[config.mk]
export PLATFORM = sky130hd
export DESIGN_NAME = comprobador_compuertas
export DESIGN_NICKNAME = d
export VERILOG_FILES = /design/src/rtl/comprobador_compuertas.sv
export SDC_FILE = /design/constraint.sdc
export NUM_CORES = 1
export LEC_CHECK = 0
export CORE_MARGIN = 2
export CORE_UTILIZATION = 30
export CTS_BUF_LIST = sky130_fd_sc_hd__clkbuf_16
export CTS_CLUSTER_DIAMETER = 40
export DETAILED_ROUTE_END_ITERATION = 6
export PLACE_DENSITY = 0.65
export SYNTH_ARGS = -nofsm -noshare
export SYNTH_HDL_FRONTEND = slang
export SYNTH_SLANG_ARGS = --single-unit
[constraint.sdc]
create_clock -name clk -period 3.95 [get_ports clk]
set_input_delay 0.79 -clock clk [delete_from_list [all_inputs] [get_ports clk]]
set_output_delay 0.79 -clock clk [all_outputs]
set_load 0.05 [all_outputs]
[src/rtl/comprobador_compuertas.sv]
// Stimulus driver and checker for a two-input logic-gate block.
// On inicio it sweeps {entrada1,entrada2} through 00,01,10,11, lets each
// combination settle, compares the eight gate outputs against the expected
// truth table, and reports a saturating error count, a sticky per-output
// failure mask and a pass/fail flag.
module comprobador_compuertas #(
  parameter int unsigned SETTLE_CYCLES = 2,
  parameter int unsigned ERR_W         = 6
) (
  input  logic             clk,
  input  logic             rst_n,
  input  logic             inicio,
  output logic             entrada1,
  output logic             entrada2,
  input  logic             salidaand,
  input  logic             salidaor,
  input  logic             salidaxor,
  input  logic             salidanot,
  input  logic             salidanand,
  input  logic             salidayes,
  input  logic             salidanor,
  input  logic             salidaxnor,
  output logic             ocupado,
  output logic             hecho,
  output logic             aprobado,
  output logic [ERR_W-1:0] errores,
  output logic [7:0]       mascara
);

  typedef enum logic [2:0] {
    IDLE,
    APLICA,
    ESPERA,
    MUESTRA,
    FIN
  } estado_t;

  localparam int unsigned CNT_W = (SETTLE_CYCLES > 1) ? $clog2(SETTLE_CYCLES) : 1;
  localparam logic [CNT_W-1:0] CNT_LAST = CNT_W'(SETTLE_CYCLES - 1);
  localparam int unsigned SUM_W = ((ERR_W > 4) ? ERR_W : 4) + 1;
  localparam logic [ERR_W-1:0] ERR_MAX = '1;

  estado_t          estado;
  logic [1:0]       combo;
  logic [CNT_W-1:0] cnt;

  logic [7:0]       esperado;
  logic [7:0]       obtenido;
  logic [7:0]       diff;
  logic [3:0]       pop;
  logic [SUM_W-1:0] suma;
  logic [ERR_W-1:0] err_sig;

  // Expected vs observed gate outputs, mismatch popcount and saturating error sum
  always_comb begin
    esperado = {~(entrada1 ^ entrada2), ~(entrada1 | entrada2), entrada1,
                ~(entrada1 & entrada2), ~entrada1, entrada1 ^ entrada2,
                entrada1 | entrada2, entrada1 & entrada2};
    obtenido = {salidaxnor, salidanor, salidayes, salidanand,
                salidanot, salidaxor, salidaor, salidaand};
    diff = obtenido ^ esperado;
    pop  = '0;
    for (int unsigned i = 0; i < 8; i++) begin
      pop = pop + 4'(diff[i]);
    end
    suma = SUM_W'(errores) + SUM_W'(pop);
    if (suma > SUM_W'(ERR_MAX)) begin
      err_sig = ERR_MAX;
    end else begin
      err_sig = ERR_W'(suma);
    end
  end

  // Sweep sequencer with registered stimulus and result outputs
  always_ff @(posedge clk or negedge rst_n) begin
    if (!rst_n) begin
      estado   <= IDLE;
      combo    <= '0;
      cnt      <= '0;
      entrada1 <= 1'b0;
      entrada2 <= 1'b0;
      ocupado  <= 1'b0;
      hecho    <= 1'b0;
      aprobado <= 1'b0;
      errores  <= '0;
      mascara  <= '0;
    end else begin
      case (estado)
        IDLE, FIN: begin
          if (inicio) begin
            errores  <= '0;
            mascara  <= '0;
            hecho    <= 1'b0;
            aprobado <= 1'b0;
            combo    <= '0;
            ocupado  <= 1'b1;
            estado   <= APLICA;
          end
        end
        APLICA: begin
          entrada1 <= combo[1];
          entrada2 <= combo[0];
          cnt      <= '0;
          estado   <= ESPERA;
        end
        ESPERA: begin
          if (cnt == CNT_LAST) begin
            estado <= MUESTRA;
          end else begin
            cnt <= cnt + 1'b1;
          end
        end
        MUESTRA: begin
          mascara <= mascara | diff;
          errores <= err_sig;
          if (combo == 2'd3) begin
            estado   <= FIN;
            ocupado  <= 1'b0;
            hecho    <= 1'b1;
            aprobado <= (err_sig == '0);
          end else begin
            combo  <= combo + 1'b1;
            estado <= APLICA;
          end
        end
        default: estado <= IDLE;
      endcase
    end
  end

endmodule

==> results of run 1 <==
## layer usage
layer	share of wire (%)	GRT usage [%]	vias to the layer above
li1	-	-	556
met1	46	16.8	537
met2	48	22.1	25
met3	4.7	3.59	5
met4	0.72	3.09	0
met5	0	0	-
## layout by cell type, fill, tap and decap left out, types with 5 or more instances in the layout
cell and instances:
a21oi_1 11, buf_4 15, clkdlybuf4s50_1 27, dfrtp_1 23
ha_1 8, inv_1 9, mux2i_1 5, nand2_1 15
nand3_1 5, nor2_1 14, o21ai_0 5, xnor2_1 5
## worst reg2reg max path, cell delays in order, from the launching register on
cell	delay (ps)
dfrtp_2	420
inv_2	80
ha_4	220
xor2_4	150
fa_1	470
fa_1	500
inv_1	50
fa_1	450
fa_2	380
fa_2	410
nand2b_4	160
a21oi_4	190
mux2i_1	200
nand3_1	80
o21ai_1	120
## area by class of cell
class | count | area share, %
inverter | 10 | 1.86
tap | 52 | 3.23
timing repair buffer | 45 | 20.1
multi-input combinational | 100 | 39.7
clock buffer | 3 | 3.73
clock inverter | 1 | 0.186
sequential | 25 | 31.2
## timing repair
item	4_1_cts	5_1_grt
cloned	0	0
gates resized for setup	9	4
endpoints found under the setup margin	7	7
buffers inserted	4	4
pin swaps	12	12
hold endpoints to repair	0	0
## registers in the layout, indices dropped and copies added, names as in the netlist
signal    cells
mascara       8
errores       6
estado        3
combo         2
aprobado      1
cnt           1
entrada1      1
entrada2      1
hecho         1
ocupado       1
## path summary, 6_finish.rpt
| check | from | end | slack (ps) | cells after the start |
|---|---|---|---|---|
| max in group asynchronous | rst_n | entrada2$_DFFE_PN0P_ | 2770 | 2 |
| min reg2reg | estado[2]$_DFFE_PN0P_ | estado[1]$_DFFE_PN0P_ | 480 | 1 |
| min | estado[2]$_DFFE_PN0P_ | estado[1]$_DFFE_PN0P_ | 480 | 1 |
| max reg2reg | entrada2$_DFFE_PN0P_ | aprobado$_DFFE_PN0P_ | -6 | 14 |
| max | entrada2$_DFFE_PN0P_ | aprobado$_DFFE_PN0P_ | -6 | 14 |
| min in group asynchronous | rst_n | mascara[0]$_DFFE_PN0P_ | 900 | 2 |
## cells by family after synthesis
logic type / share of synthesized area (%)
adder cells (fa/ha/maj): 15.0
flip-flops: 44.2
buffers and inverters: 4.42
XOR/XNOR: 6.81
AND/OR/NAND/NOR: 11.3
AO/OA/AOI/OAI: 14.7
multiplexers: 3.54
## per-stage QoR
step / cell area, um2 / std cells / setup TNS (ps)
global placement: 1850 / 224 / -4080
CTS: 1960 / 232 / -810
floorplan: 1460 / 139 / -251
detailed placement: 1850 / 224 / -4060
global route: 2010 / 236 / -669
finish: 2010 / 236 / -5.55
==> results.py, run 1 <==
metrics = {
    "outcome": {
        "status": "finished with violations",
        "violations": "negative setup slack",
    },
    "sta": {
        "setup_viol": 1,
        "hold_ws_ps": 480,
        "fin_skew_ps": 1.90,
        "grt_setup_unrepaired": "yes",
        "slew_headroom_pct": 62.9,
        "max_freq_ghz": 0.253,
        "post-route-period-util_pct": 100,
        "fin_ws_ps": -5.55,
        "final_max_slew_viol_count": 0,
        "finalHoldViolCount": 0,
        "period_minus_slack_ps": 3960,
        "worst_slew_pin_slew_ps": 555,
    },
    "floorplan": {
        "die_x_um": 72.7,
        "dieArea_um2": 5280,
        "coreArea_um2": 4440,
        "pin_count": 30,
        "rows": 24,
        "fp.dieH_um": 72.7,
        "initial_core_util_pct": 31.8,
    },
    "clock_network": {
        "cts_hold_buf": 0,
        "cts-buffers-inserted": 3,
        "cts_root_buf": "clkbuf_16",
        "clk_pin_slew_ps": 60,
        "clock_path_buffers": 2,
        "clk_latency_ps": 260,
        "cts_tree": "yes",
        "clock-sinks": 25,
        "cts_max_level": 1,
    },
    "layout": {
        "drive_gt1_share_pct": 19.6,
        "area_delta_synth_final_pct": 42.3,
        "fill_cells": 432,
        "diodes": 0,
        "seqCellArea_um2": 628,
        "final_util_pct": 45.3,
        "num-nets-final": 210,
        "multi_input_area_um2": 800,
    },
    "critical_path": {
        "worst-path-buf-inv": 2,
        "critPathTopFamily": "adder cells",
        "cp.arrival_ps": 4140,
        "end_kind": "flop",
        "cp-start-kind": "flop",
        "critPathKind": "flop to flop",
        "cp_data_required_time_ps": 4140,
        "cpPeakStageDelay_ps": 500,
        "critical_path.most_common_cell": "fa_1",
        "critPathSlowestCell": "fa_1",
        "critPathMaxFanout": 4,
        "crit_chain": "inv_2 -> ha_4 -> xor2_4 -> fa_1 -> fa_1 -> inv_1 -> fa_1 -> fa_2 -> fa_2 -> nand2b_4 -> a21oi_4 -> mux2i_1 -> nand3_1 -> o21ai_1",
    },
    "grt": {
        "grt_antenna_before_repair": 0,
        "grt_pass1_wl_um": 5270,
        "grt_max_degree": 26,
        "grt_pass1_vias": 1137,
        "grtUsageTotal_pct": 13.1,
        "grt.overflow.total": 0,
    },
    "logic_synthesis": {
        "synthFlopType": "dfrtp_1",
        "seq_area_frac_synth_pct": 44.2,
        "synth_most_common_cell": "dfrtp_1",
        "ys_top_cells_by_count": "dfrtp_1 (25), nand2_1 (15), nor2_1 (14)",
        "syn_area_um2": 1420,
        "synth_largest_area_cell": "dfrtp_1",
        "synth_top_cells_by_area": "dfrtp_1 (44%), ha_1 (8.0%), fa_1 (7.1%)",
        "ys.warnings.count": 0,
        "synth_top_area_share_pct": 44.2,
        "synth_nets": 164,
        "syn_inst": 139,
        "synth-seq-cells": 25,
        "avgSynthCellArea_um2": 10.2,
        "synth-edff-count": 0,
        "synth_cell_type_count": 28,
        "ys_async_sr_fraction_pct": 100,
    },
    "flow_run": {
        "max_cap_viol_count": 0,
    },
    "routing": {
        "dr_total_vias": 1123,
        "first_pass_iters": 4,
        "drt-initial-drc-count": 40,
        "drc": 0,
        "via_per_inst": 4.76,
        "ant_nets": 0,
        "drt_wl_total_um": 3200,
        "post_drt_wl_per_cell_um": 13.6,
    },
    "placed_design": {
        "io_buffers": 29,
        "dp_worst_setup_slack_ps": -611,
        "routabilityCongestion": 0.749,
        "place_hpwl_um": 2330,
    },
    "worst_hold_path": {
        "holdCritPathClass": "flop to flop",
    },
}
Power of run 1 is not shown: default switching activity piles up to over one toggle a cycle in this logic, so the estimate is an artifact.
==> run 2: changes to the inputs <==
--- a/config.mk
+++ b/config.mk
@@ -6,11 +6,12 @@
 export NUM_CORES = 1
 export LEC_CHECK = 0
 export CORE_MARGIN = 2
-export CORE_UTILIZATION = 30
+export CORE_UTILIZATION = 45
 export CTS_BUF_LIST = sky130_fd_sc_hd__clkbuf_16
 export CTS_CLUSTER_DIAMETER = 40
 export DETAILED_ROUTE_END_ITERATION = 6
-export PLACE_DENSITY = 0.65
+export PLACE_DENSITY = 0.86
+export SKIP_LAST_GASP = 1
 export SYNTH_ARGS = -nofsm -noshare
 export SYNTH_HDL_FRONTEND = slang
 export SYNTH_SLANG_ARGS = --single-unit
==> run 2 against run 1 <==
  * The flow still finishes with violations (negative setup slack)
  * Wire length is 6.2% higher
  * Worst hold slack worse by 8.8 ps
  * Maximum frequency is 1.3% lower
  * Global-route usage is 8.3 points higher
  * Highest routed layer unchanged
==> results.py, run 2 (synthesis gave the netlist of run 1 again) <==
metrics = {
    "critical_path": {
        "crit_chain": "inv_2 -> ha_4 -> xor2_4 -> fa_1 -> fa_1 -> inv_1 -> fa_1 -> fa_2 -> fa_2 -> nand2b_4 -> a21oi_4 -> mux2i_1 -> nand3_1 -> o21ai_1",
        "reg2reg_depth": 14,
        "critical_path.most_common_cell": "fa_1",
        "setup.worst_path.start": "entrada2$_DFFE_PN0P_",
        "rr_endpoint": "aprobado$_DFFE_PN0P_",
        "critPathKind": "flop to flop",
        "cp_data_required_time_ps": 4140,
        "cpPeakStageDelay_ps": 490,
        "cp-endpoint": "aprobado$_DFFE_PN0P_",
        "cp.arrival_ps": 4190,
        "regToRegSetupSlack_ps": -60,
        "cp-start-kind": "flop",
        "end_kind": "flop",
        "critPathMaxFanout": 4,
        "critPathSlowestCell": "fa_1",
        "r2r_start": "entrada2$_DFFE_PN0P_",
    },
    "floorplan": {
        "fp.dieH_um": 60.1,
        "initial_core_util_pct": 46.7,
        "pin_count": 30,
        "coreArea_um2": 3030,
        "rows": 20,
        "die_x_um": 60.1,
        "dieArea_um2": 3610,
    },
    "layout": {
        "most-common-layout-cells": "clkdlybuf4s50_1 (27), dfrtp_1 (23), nand2_1 (15)",
        "fin_area_um2": 1980,
        "largest_registers": "mascara: 8 flops, errores: 6 flops, estado: 3 flops",
        "num-nets-final": 206,
        "final_common_cell": "clkdlybuf4s50_1",
        "fin_cells": 224,
        "area_delta_synth_final_pct": 39.6,
        "largest_reg_flops": 8,
        "drive_gt1_share_pct": 17.2,
        "top_register": "mascara",
        "diodes": 0,
    },
    "sta": {
        "finalSetupTns_ps": -245,
        "fin_ws_ps": -56.6,
        "grt_setup_unrepaired": "yes",
        "period_minus_slack_ps": 4010,
        "worst_slew_pin_slew_ps": 1110,
        "slew_headroom_pct": 25.7,
        "max_freq_ghz": 0.250,
        "post-route-period-util_pct": 101,
        "fin_skew_ps": 1.87,
        "finalHoldViolCount": 0,
        "final_max_slew_viol_count": 0,
        "setup_viol": 6,
    },
    "clock_network": {
        "clock-sinks": 25,
        "cts_hold_buf": 0,
        "clk_pin_slew_ps": 60,
        "cts_tree": "yes",
        "clock_path_buffers": 2,
        "cts_root_buf": "clkbuf_16",
        "cts_max_level": 1,
        "cts-buffers-inserted": 3,
        "clk_latency_ps": 260,
    },
    "routing": {
        "dr_total_vias": 1170,
        "ant_nets": 0,
        "drc": 0,
        "drt_wl_total_um": 3400,
        "post_drt_wl_per_cell_um": 15.2,
        "first_pass_iters": 4,
        "via_per_inst": 5.22,
        "drt-initial-drc-count": 40,
    },
    "placed_design": {
        "place_hpwl_um": 2430,
        "routabilityCongestion": 0.829,
        "placed_area_um2": 1820,
        "io_buffers": 29,
        "dp_cells": 214,
    },
    "outcome": {
        "status": "finished with violations",
        "violations": "negative setup slack",
    },
    "grt": {
        "grt_antenna_before_repair": 0,
        "grtUsageTotal_pct": 21.4,
        "grt_max_degree": 26,
        "grt_pass1_vias": 1193,
        "grt.overflow.total": 0,
        "grt_pass1_wl_um": 5570,
    },
    "worst_hold_path": {
        "holdCritPathClass": "flop to flop",
        "hold_depth": 1,
    },
    "flow_run": {
        "max_cap_viol_count": 0,
    },
}
-- run 2: changes by cell type in the layout (fill, tap and decap cells not counted), sizes merged --
cell           previous run  this run
clkdlybuf4s15             0         1
buf                      18        13
-- run 2: layout make-up --
cell class	count	area (um2)
tap	44	55.1
clock buffer	3	75.1
multi-input combinational	100	797
timing repair buffer	41	379
fill	244	1050
clock inverter	1	3.75
inverter	10	37.5
sequential	25	628
-- run 2: worst max-delay path, delay by kind of cell, from the launching register on --
family                   cells  cell delay, ps
flip-flops                   1             420
XOR/XNOR                     1             190
adder cells (fa/ha/maj)      6            2460
AND/OR/NAND/NOR              2             240
multiplexers                 1             200
buffers and inverters        2             140
AO/OA/AOI/OAI                2             290
-- run 2: how the worst min path moves through the flow --
stage / slack, ps / to / start
final: 470 / estado[1]$_DFFE_PN0P_ / estado[2]$_DFFE_PN0P_
after global routing: 500 / estado[1]$_DFFE_PN0P_ / estado[2]$_DFFE_PN0P_
after CTS: 470 / estado[1]$_DFFE_PN0P_ / estado[2]$_DFFE_PN0P_
after detailed placement: 460 / estado[1]$_DFFE_PN0P_ / estado[2]$_DFFE_PN0P_
after global placement: 450 / estado[1]$_DFFE_PN0P_ / estado[2]$_DFFE_PN0P_
after floorplan: 440 / estado[1]$_DFFE_PN0P_ / estado[2]$_DFFE_PN0P_
-- run 2: per-stage QoR --
| step | hold slack [ps] | setup slack, ps | util, % |
|---|---|---|---|
| 6_report | 471 | -56.6 | 65.2 |
| 5_1_grt | 504 | -218 | 65.2 |
| 4_1_cts | 474 | -145 | 64.4 |
| 3_5_place_dp | 465 | -666 | 60.2 |
| 3_3_place_gp | 451 | -540 | 60.2 |
| 2_1_floorplan | 437 | -83.9 | - |
-- run 2: timing repair --
item                       in CTS  in global routing
resized for setup              10                  1
setup endpoints to repair       7                  7
pin swaps                      10                 11
buffers inserted                3                  3
-- run 2: per-layer routing --
layer | share of wire [%] | global-route usage (%) | up-vias
li1 | - | - | 548
met1 | 42 | 25.3 | 574
met2 | 51 | 37.0 | 35
met3 | 3.7 | 3.25 | 13
met4 | 3.3 | 11.7 | 0
met5 | 0 | 0 | -
Power of run 2 is left out for the same reason.
==> run 3: changes to the inputs <==
--- a/config.mk
+++ b/config.mk
@@ -5,12 +5,13 @@
 export SDC_FILE = /design/constraint.sdc
 export NUM_CORES = 1
 export LEC_CHECK = 0
+export ABC_AREA = 0
 export CORE_MARGIN = 2
-export CORE_UTILIZATION = 45
+export CORE_UTILIZATION = 30
 export CTS_BUF_LIST = sky130_fd_sc_hd__clkbuf_16
 export CTS_CLUSTER_DIAMETER = 40
 export DETAILED_ROUTE_END_ITERATION = 6
-export PLACE_DENSITY = 0.86
+export PLACE_DENSITY = 0.65
 export SKIP_LAST_GASP = 1
 export SYNTH_ARGS = -nofsm -noshare
 export SYNTH_HDL_FRONTEND = slang
==> results of run 3 <==
No change in the layout: final DEF, timing and power equal those of run 1.
Power of run 3 is left out for the same reason.
